$ cat src/rtl/approx_mult_pipe.sv
// Pipelined unsigned NxN multiplier with runtime-selectable approximate mode.
// Approximate mode truncates low columns and OR-compresses a band within each partial-product row pair.
module approx_mult_pipe #(
  parameter int unsigned N   = 8,
  parameter int unsigned L   = 6,
  parameter int unsigned ORW = 2
) (
  input  logic             clk,
  input  logic             rst,
  input  logic             in_valid,
  output logic             in_ready,
  input  logic [N-1:0]     x,
  input  logic [N-1:0]     y,
  input  logic             approx_en,
  output logic             out_valid,
  input  logic             out_ready,
  output logic [2*N-1:0]   z,
  output logic             z_approx
);

  localparam int unsigned W2 = 2 * N;
  localparam int unsigned NP = N / 2;

  function automatic logic [W2-1:0] col_mask(input int unsigned lo, input int unsigned hi);
    logic [W2-1:0] m;
    m = '0;
    for (int unsigned c = 0; c < W2; c++) begin
      m[c] = (c >= lo) && (c < hi);
    end
    return m;
  endfunction

  localparam logic [W2-1:0] BAND_MASK = col_mask(L, L + ORW);
  localparam logic [W2-1:0] HI_MASK   = col_mask(L + ORW, W2);

  logic              advance_c;
  logic              v1_q, v2_q, ov_q;
  logic [N-1:0]      x1_q, y1_q;
  logic              a1_q, a2_q, za_q;
  logic [W2-1:0]     pair_d [NP];
  logic [W2-1:0]     pair_q [NP];
  logic [W2-1:0]     psum_c [NP+1];
  logic [W2-1:0]     z_d, z_q;

  assign advance_c = !ov_q || out_ready;
  assign in_ready  = advance_c;
  assign out_valid = ov_q;
  assign z         = z_q;
  assign z_approx  = za_q;

  // Stage 2: each row pair collapses into one vector; the top pair is always exact.
  for (genvar k = 0; k < NP; k++) begin : g_pair
    logic [W2-1:0] r0_c, r1_c;
    assign r0_c = W2'(y1_q & {N{x1_q[2*k]}}) << (2 * k);
    assign r1_c = W2'(y1_q & {N{x1_q[2*k+1]}}) << (2 * k + 1);
    if (k < NP - 1) begin : g_apx
      assign pair_d[k] = a1_q ? (((r0_c | r1_c) & BAND_MASK) + (r0_c & HI_MASK) + (r1_c & HI_MASK))
                              : (r0_c + r1_c);
    end else begin : g_top
      assign pair_d[k] = r0_c + r1_c;
    end
  end

  // Stage 3: final carry-propagate sum of the pair vectors.
  assign psum_c[0] = '0;
  for (genvar k = 0; k < NP; k++) begin : g_sum
    assign psum_c[k+1] = psum_c[k] + pair_q[k];
  end
  assign z_d = psum_c[NP];

  always_ff @(posedge clk) begin
    if (rst) begin
      v1_q <= 1'b0;
      v2_q <= 1'b0;
      ov_q <= 1'b0;
      z_q  <= '0;
      za_q <= 1'b0;
    end else if (advance_c) begin
      v1_q <= in_valid;
      v2_q <= v1_q;
      ov_q <= v2_q;
      if (v2_q) begin
        z_q  <= z_d;
        za_q <= a2_q;
      end
    end
  end

  // Datapath registers need no reset; the valid bits qualify them.
  always_ff @(posedge clk) begin
    if (advance_c) begin
      x1_q   <= x;
      y1_q   <= y;
      a1_q   <= approx_en;
      a2_q   <= a1_q;
      pair_q <= pair_d;
    end
  end

endmodule

$ cat config.mk
export PLATFORM = sky130hd
export DESIGN_NAME = approx_mult_pipe
export DESIGN_NICKNAME = d
export VERILOG_FILES = /design/src/rtl/approx_mult_pipe.sv
export SDC_FILE = /design/constraint.sdc
export NUM_CORES = 1
export LEC_CHECK = 0
export ABC_AREA = 1
export CAP_MARGIN = 30
export CORE_MARGIN = 3
export CORE_UTILIZATION = 58
export DETAILED_ROUTE_END_ITERATION = 10
export PLACE_DENSITY = 0.85
export SETUP_SLACK_MARGIN = 0.2
export SYNTH_ARGS = -nofsm -noshare
export SYNTH_HDL_FRONTEND = slang
export SYNTH_SLANG_ARGS = --single-unit
$ cat constraint.sdc
create_clock -name clk -period 3.3 [get_ports clk]
set_clock_uncertainty 0.05 [all_clocks]
set_input_delay 0.825 -clock clk [delete_from_list [all_inputs] [get_ports clk]]
set_output_delay 0.825 -clock clk [all_outputs]
set_load 0.05 [all_outputs]
==> run summary <==
Root Driver - clkbuf_8
Top Usage Layer GRT - met2
I/O Buffers - 39
Starting Density - 60.97%
Synth-to-layout area growth - 11.31%
Post-DRT Antenna Nets - 0
Clk slew on worst S/H paths - 0.09 ns
Total Power - 3247 uW
Mapped Avg Cell Area - 7.951 um2
Slew Limit Fails - 0
Library cells used by synthesis - 39
Row count - 35
Syn Nets - 819
Post-CTS Setup Bufs - 0
Synth area leaders - edfxtp_1 30%, nand2_1 12%, ha_1 12%, inv_1 11%, dfxtp_1 7.0%
GR Util met3 - 3.062%
Fin worst setup slack - 0.5077 ns
Number of vias per cell - 5.138
Diodes inserted - 0
CTS hold repair buffers - 0
Post-Synth Simple-Gate Area - 20.97%
Worst Path Max Fanout - 5
WL per Instance - 12.44 um
FF+latch count, synth - 78
GP Congestion - 0.8835
Area of the mapped netlist - 0.005741 mm2
Routed Wire Length - 11,010 um
Cells along the critical path - clkdlybuf4s50_1, nor2_4, clkinvlp_4, buf_4
H-tree depth - 3
Post-route minimum period - 2.792 ns
Worst slew pin tran - 0.7503 ns
Met2 usage - 36.02%
CP startpoint kind - primary input
CTS Buffer Depth - 2
Max IR drop VDD - 0.0002615 V
First-pass GRT wire length - 19,210 um
Leakage - 0.003510 uW
Hold WS - 0.4166 ns
RSZ-0062 raised after global routing - no
Critical path arrival - 1.92 ns
Post-synth top area cell - edfxtp_1
Worst-skew pair later-pin latency - 0.35 ns
Fmax - 358.1 MHz
Core area - 0.009415 mm2
Multiplexer share of the synthesized area - 0.1744%
Pin count of the biggest net entering global routing - 61
Final core occ - 67.87%
Seq/Total Area, Yosys - 37.31%
Xor/xnor share of the synthesized area - 3.051%
Antenna violations before repair - 0
Final Setup Violations - 0
Worst Path Required - 2.42 ns
Number of hold violations in the final report - 0
Max-cap violations - 0
Syn Inst Count - 722
DIE HEIGHT - 105.5 um
All-Layer GR Usage - 21.19%
Layout net count - 848
Layout cell share with drive strength beyond 1 - 4.233%
Initial drt markers - 339
Sum of negative setup slack - 0 ns
Hold Crit Class - flip-flop to flip-flop
Die area - 0.01113 mm2
Synthesis Warnings - 0
Status - completed
Type of the worst setup path - primary input to output port
Met1 usage - 26.59%
Combinational family with the most area after synthesis - simple AND/OR/NAND/NOR gates
CTS buffer count - 9
Area share of the largest cell type after synthesis - 30.34%
Compound-cell area share of the yosys netlist - 6.452%
DIE WIDTH - 105.5 um
I/O pin cnt - 40
Hpwl dp - 8536 um
DR vias - 4,547
Vias in the first global route - 4,486
Clock sink count - 78
Relative slew slack - 49.98%
Adder-Cell Fraction of Synth Area - 19.05%
Overflow after GRT - 0
Pwr/cell area - 508.1 mW/mm2
# DRC - 0
CTS tree - built
Critical path's slowest cell - clkdlybuf4s50_1
Crit share post-route - 84.61%
Gates resized, CTS repair - 0
Delay of the slowest cell on the worst path - 0.44 ns
Crit. End Element - output port
Pre-CTS WS - 0.4976 ns
DR pass1 iterations - 5
## critical path, delay by kind of cell
family	cells	cell delay, ns
AND/OR/NAND/NOR	1	0.22
buffers and inverters	3	0.87
## worst paths after layout
kind,from,end,slack (ns),cells after the start
hold reg to reg,z[0],z[0],0.42,2
setup reg to reg,pair_q[20],z[10],0.53,13
hold / removal,z[0],z[0],0.42,2
setup / recovery,out_ready,in_ready,0.51,4
## layer usage
layer	routed length, um	share of wire [%]
met1	4781	43
met2	5246	48
met3	610	5.5
met4	370	3.4
met5	0	0
## layout by cell type (no fill, tap or decap), types with 3 or more instances in the layout
cell type / n
nand2_1: 191
inv_1: 166
edfxtp_1: 58
ha_1: 57
nor2_1: 44
a21oi_1: 38
clkdlybuf4s50_1: 38
nand3_1: 32
dfxtp_1: 20
fa_1: 19
xor2_1: 14
o21ai_0: 10
nand4_1: 10
clkbuf_8: 9
xnor2_1: 6
buf_4: 4
o211ai_1: 3
## metrics by stage
step | instances | instance area, um2
global placement | 869 | 6201
detailed placement | 869 | 6201
global route | 885 | 6390
finish | 885 | 6390
floorplan | 722 | 5744
CTS | 885 | 6390
## cell type report
cell class                      count  area [um2]
Fill cell                         753        3025
Multi-Input combinational cell    452        2853
Sequential cell                    78        2142
Inverter                          168       634.4
Timing Repair Buffer               42       410.4
Tap cell                          129       161.4
Clock buffer                        9       123.9
Clock inverter                      7       65.06
## cells by family (layout without fill, tap and decap cells)
kind of cell,count (synthesis),count (layout)
and+or+nand+nor,290,290
buffers and inverters,192,226
DFF,78,78
adders and majority gates,76,76
AOI/OAI and AO/OA,65,65
xor gates and xnor gates,20,20
muxes,1,1
## power by group
group          leakage [uW]  internal [uW]  switching [uW]
sequential         0.000806           1170            67.8
clock             0.0000943            292             398
combinational       0.00261            502             817
total               0.00351           1960            1280
## sequential cells by signal, summed over array words and instances, names as in the netlist
| name | count |
|---|---|
| out_valid | 1 |
| y1_q | 8 |
| z | 16 |
| v2_q | 1 |
| x1_q | 8 |
| a2_q | 1 |
| z_approx | 1 |
| a1_q | 1 |
| v1_q | 1 |
| pair_q | 40 |
## synth_stat cells
cell type and count:
ha_1 57, clkbuf_1 15, a21o_1 1, dfxtp_1 20, o22ai_1 2, a31o_2 2
dlygate4sd1_1 1, a21oi_1 38, o21ai_2 1, nand2_1 191, o21ai_1 1, nor2_1 44
xor2_1 14, nor2_4 2, or2_2 2, nand4_1 10, or2_1 2, a21oi_2 1
xnor2_1 6, a211oi_1 2, buf_4 1, edfxtp_1 58, buf_1 1, o21a_1 1
buf_2 5, o21ai_0 10, mux2i_1 1, nand3_1 32, inv_2 1, nand3b_1 2
or2_0 1, a21boi_0 1, inv_1 167, clkbuf_8 1, fa_1 19, o2111ai_1 2
o211ai_1 3, nand3_2 2, nor3_1 2
Power figures use the tool's default switching activity.
